$ cat config.mk
export PLATFORM = sky130hd
export DESIGN_NAME = aes_alg_arbiter
export DESIGN_NICKNAME = d
export VERILOG_FILES = /design/src/rtl/aes_alg_arbiter.sv
export SDC_FILE = /design/constraint.sdc
export NUM_CORES = 1
export LEC_CHECK = 0
export ABC_AREA = 1
export CAP_MARGIN = 10
export CORE_AREA = 5 5 299 301
export DETAILED_ROUTE_END_ITERATION = 10
export DIE_AREA = 0 0 304 306
export GPL_ROUTABILITY_DRIVEN = 1
export HOLD_SLACK_MARGIN = 0.03
export PLACE_DENSITY_LB_ADDON = 0.3
export SETUP_SLACK_MARGIN = 0.2
export SYNTH_ARGS = -nofsm -noshare
export SYNTH_HDL_FRONTEND = slang
export SYNTH_SLANG_ARGS = --single-unit
$ cat constraint.sdc
create_clock -name clk -period 3.3 [get_ports clk]
set_input_delay 0.99 -clock clk [delete_from_list [all_inputs] [get_ports clk]]
set_output_delay 0.99 -clock clk [all_outputs]
set_load 0.02 [all_outputs]
$ cat src/rtl/aes_alg_arbiter.sv
// rtl/aes_alg_arbiter.sv - two-requester round-robin front end for a shared AES core
module aes_alg_arbiter #(
    parameter int AES_BLK_BITS = 128
) (
    input  logic                    clk,
    input  logic                    reset,
    input  logic                    key_expanded,
    input  logic                    req0_start,
    input  logic [AES_BLK_BITS-1:0] req0_in_blk,
    output logic                    req0_busy,
    output logic                    req0_done,
    output logic [AES_BLK_BITS-1:0] req0_out_blk,
    input  logic                    req1_start,
    input  logic [AES_BLK_BITS-1:0] req1_in_blk,
    output logic                    req1_busy,
    output logic                    req1_done,
    output logic [AES_BLK_BITS-1:0] req1_out_blk,
    output logic                    aes_alg_start,
    output logic [AES_BLK_BITS-1:0] aes_alg_in_blk,
    input  logic                    aes_alg_done,
    input  logic [AES_BLK_BITS-1:0] aes_alg_out_blk,
    output logic                    grant,
    output logic                    err_overrun
);

    typedef enum logic {IDLE, WAIT} state_t;

    state_t                  state_q, state_d;
    logic [1:0]              busy_q, busy_d;
    logic [1:0]              done_q, done_d;
    logic [AES_BLK_BITS-1:0] slot0_q, slot0_d;
    logic [AES_BLK_BITS-1:0] slot1_q, slot1_d;
    logic [AES_BLK_BITS-1:0] in_blk_q, in_blk_d;
    logic [AES_BLK_BITS-1:0] out0_q, out0_d;
    logic [AES_BLK_BITS-1:0] out1_q, out1_d;
    logic                    start_q, start_d;
    logic                    grant_q, grant_d;
    logic                    last_q, last_d;
    logic                    last_vld_q, last_vld_d;
    logic                    err_q, err_d;
    logic                    win;

    // Requester 1 wins only when it alone is pending, or both are and 0 was served last.
    assign win = (busy_q == 2'b10) ||
                 ((busy_q == 2'b11) && last_vld_q && !last_q);

    always_comb begin
        state_d    = state_q;
        busy_d     = busy_q;
        done_d     = 2'b00;
        slot0_d    = slot0_q;
        slot1_d    = slot1_q;
        in_blk_d   = in_blk_q;
        out0_d     = out0_q;
        out1_d     = out1_q;
        start_d    = 1'b0;
        grant_d    = grant_q;
        last_d     = last_q;
        last_vld_d = last_vld_q;
        err_d      = err_q;

        if (req0_start) begin
            if (busy_q[0]) begin
                err_d = 1'b1;
            end else begin
                busy_d[0] = 1'b1;
                slot0_d   = req0_in_blk;
            end
        end
        if (req1_start) begin
            if (busy_q[1]) begin
                err_d = 1'b1;
            end else begin
                busy_d[1] = 1'b1;
                slot1_d   = req1_in_blk;
            end
        end

        // In IDLE every busy slot is still unissued, so busy doubles as pending.
        case (state_q)
            IDLE: begin
                if (key_expanded && (busy_q != 2'b00)) begin
                    grant_d  = win;
                    in_blk_d = win ? slot1_q : slot0_q;
                    start_d  = 1'b1;
                    state_d  = WAIT;
                end
            end
            WAIT: begin
                if (aes_alg_done) begin
                    if (grant_q) begin
                        out1_d    = aes_alg_out_blk;
                        done_d[1] = 1'b1;
                        busy_d[1] = 1'b0;
                    end else begin
                        out0_d    = aes_alg_out_blk;
                        done_d[0] = 1'b1;
                        busy_d[0] = 1'b0;
                    end
                    last_d     = grant_q;
                    last_vld_d = 1'b1;
                    state_d    = IDLE;
                end
            end
            default: state_d = IDLE;
        endcase
    end

    always_ff @(posedge clk) begin
        if (reset) begin
            state_q    <= IDLE;
            busy_q     <= '0;
            done_q     <= '0;
            slot0_q    <= '0;
            slot1_q    <= '0;
            in_blk_q   <= '0;
            out0_q     <= '0;
            out1_q     <= '0;
            start_q    <= 1'b0;
            grant_q    <= 1'b0;
            last_q     <= 1'b0;
            last_vld_q <= 1'b0;
            err_q      <= 1'b0;
        end else begin
            state_q    <= state_d;
            busy_q     <= busy_d;
            done_q     <= done_d;
            slot0_q    <= slot0_d;
            slot1_q    <= slot1_d;
            in_blk_q   <= in_blk_d;
            out0_q     <= out0_d;
            out1_q     <= out1_d;
            start_q    <= start_d;
            grant_q    <= grant_d;
            last_q     <= last_d;
            last_vld_q <= last_vld_d;
            err_q      <= err_d;
        end
    end

    assign req0_busy      = busy_q[0];
    assign req1_busy      = busy_q[1];
    assign req0_done      = done_q[0];
    assign req1_done      = done_q[1];
    assign req0_out_blk   = out0_q;
    assign req1_out_blk   = out1_q;
    assign aes_alg_start  = start_q;
    assign aes_alg_in_blk = in_blk_q;
    assign grant          = grant_q;
    assign err_overrun    = err_q;

endmodule
==> results.cfg <==
[place]
placed_cells = 4737
hpwl_um = 65800
port_buffers = 780
place.gp.congestion = 0.854
post-place-ws_ns = 0.426
placedInstanceArea_sq_um = 32600

[synthesis]
syn_area_per_cell_sq_um = 7.92
ys_seq_area_share_pct = 55.2
syn_area_sq_um = 23600
synth_top_area_share_pct = 55.2
yosysTopAreaCell = dfxtp_1
synth-seq-cells = 650
syn-instance-count = 2979
syn_nets = 3369
synth-warning-count = 0
yosys.cell_types.count = 20
ys_top_cells_by_area = dfxtp_1 55%, o21ai_0 15%, nand3_1 7.0%, inv_1 6.3%, a21oi_1 6.2%

[floorplan]
start_util_pct = 27.3
die-area_sq_um = 93000
die_w_um = 304
die_h_um = 306
core_area_sq_um = 86300
placementRows = 108
num_io_pins = 781

[finish]
area_growth_pct = 48.4
fin_cells = 4880
fill_cells = 8744
layout.nets = 4047
layout_common_cells = 779 x clkdlybuf4s50_1, 694 x o21ai_0, 649 x dfxtp_1, 393 x inv_1, 326 x nand3_1
design_area_sq_um = 35000
layout_commonest_cell = clkdlybuf4s50_1
drive_above_1_share_pct = 5.14

[detailed_routing]
vias_per_cell = 4.61
first_pass_iters = 7
routed-via-count = 22500
wl_per_cell_um = 19.0
drcViolationCount = 0
routed_wl_um = 92600
drtAntennaViolNets = 0
dr.first_iter.drc_count = 1390

[timing]
rsz0062_at_grt = no
tightestPinTransition_ns = 0.825
fin_crit_sh_pct = 87.8
hold_slack_ns = 0.443
fin_skew_ns = 0.0263
timing.final.ws_setup_ns = 0.404
period_minus_slack_ns = 2.90
maxSlewViolCount = 0
finalHoldViolCount = 0
timing.fmax_mhz = 345
fin_setup_tns_ns = 0
relSlewSlack_pct = 45.0
setup_viol_count_final = 0

[power]
switching_share_pct = 26.7
peakVddDrop_mv = 0.378
leakage_nw = 13.5
p_clk_share_pct = 42.0
internal_power_w = 0.0141
power.density_nw_per_um2 = 551
netSwitchingPower_w = 0.00514
seqPwrFrac_pct = 44.0
pwr-share-comb_pct = 14.0

[cts]
ctsResizeCount = 0
hold_buffers = 0
ctsLongestPathBuffers = 3
cts_tree = built
insertion_delay_ns = 0.61
cts_root_buffer = clkbuf_16
cts_buffers = 73
clock_sinks = 650
htreeDepth = 3
path_clk_slew_ns = 0.06
postCtsSetupBuffers = 0

[critical_path]
path_class = register to primary output
cp.depth = 1
reg2reg_depth = 7
crit_path_start = grant
ff2ff_setup_slack_ns = 1.09
worstSetupEndpoint = grant
rr_endpoint = aes_alg_in_blk[108]
crit_slowest_cell = clkdlybuf4s50_1
end_kind = primary output
worst_r2r_startpoint = busy_q[1]
crit_chain = clkdlybuf4s50_1
cp_data_arrival_time_ns = 1.91
cp_num_buf_inv = 1
startpoint_type = register
cpLargestDelayFamily = buffers and inverters
required_ns = 2.31
cpPeakStageDelay_ns = 0.80
crit_fanout = 5

[global_routing]
grt_use_total_pct = 18.7
grt_pass1_wl_um = 137000
grt-ovfl-total = 0
antenna_found_initial = 21
grt_pass1_vias = 21500
grt_max_degree = 130

[worst_hold_path]
min_from = slot1_q[71]
hold_path.class = register to register

[run_status]
status = finished, final reports clean

[job]
max-cap-violations = 0
[through the flow]
| stage | util (%) | power (W) |
|---|---|---|
| 2_1_floorplan | - | 0.00995 |
| 6_report | 40.5 | 0.0193 |
| 5_1_grt | 40.5 | 0.0201 |
| 4_1_cts | 40.5 | 0.0195 |
| 3_5_place_dp | 37.7 | 0.0114 |
| 3_3_place_gp | 37.7 | 0.0114 |
[sequential cells by signal, summed over array words and instances, names as in the netlist]
register / count
aes_alg_in_blk: 128
aes_alg_start: 1
busy_q: 2
done_q: 2
err_overrun: 1
grant: 1
last_q: 1
last_vld_q: 1
req0_out_blk: 128
req1_out_blk: 128
slot0_q: 128
slot1_q: 128
state_q: 1
[power by group through the flow]
stage	clock [W]	sequential, W	combinational, W
2_1_floorplan	0	0.00888	0.00107
3_3_place_gp	0	0.00865	0.00271
3_5_place_dp	0	0.00866	0.00272
4_1_cts	0.00832	0.00849	0.00273
5_1_grt	0.00862	0.00854	0.00296
6_report	0.00810	0.00849	0.00270
[cells in the mapped netlist (all sizes together)]
cell / n
a21oi: 294
nand2: 81
o21ai: 700
a211oi: 1
buf: 102
dfxtp: 650
nor2: 286
clkbuf: 139
o211a: 1
nand3: 328
inv: 397
[logic make-up (layout without fill, tap and decap cells)]
kind of cell,count (synthesis),after routing,synth area share (%)
AOI/OAI and AO/OA,996,996,21.2
and+or+nand+nor,695,695,12.8
DFF,650,650,55.2
buffers and inverters,638,1374,10.8
other,0,10,0
[area by class of cell]
cell class	count	area, sq um	share of cell area, %
sequential	650	13000	37.2
timing repair buffer	844	8550	24.4
multi-input combinational	1691	8080	23.1
clock buffer	109	2110	6.03
inverter	397	1510	4.30
tap	1155	1450	4.13
clock inverter	24	274	0.783
antenna	10	25.0	0.0715
[per-layer routing]
layer  GRT usage (%)  up-vias  part of all wire (%)  routed length (um)
li1                -    11100                     -                   -
met1            22.5    10400                    41               37900
met2            30.6      772                    46               42500
met3            6.88      169                   8.9                8270
met4            7.30       20                   4.1                3810
met5               0        -                  0.15                 138
[worst min-delay path by stage]
| stage | end | slack (ns) | cells past startpoint |
|---|---|---|---|
| 2_1_floorplan | slot1_q[0] | 0.42 | 2 |
| 3_3_place_gp | slot1_q[24] | 0.43 | 2 |
| 3_5_place_dp | slot1_q[82] | 0.44 | 2 |
| 4_1_cts | slot1_q[66] | 0.45 | 2 |
| 5_1_grt | slot1_q[118] | 0.46 | 2 |
| 6_report | slot1_q[71] | 0.44 | 2 |
(Power assumes the default switching activity.)
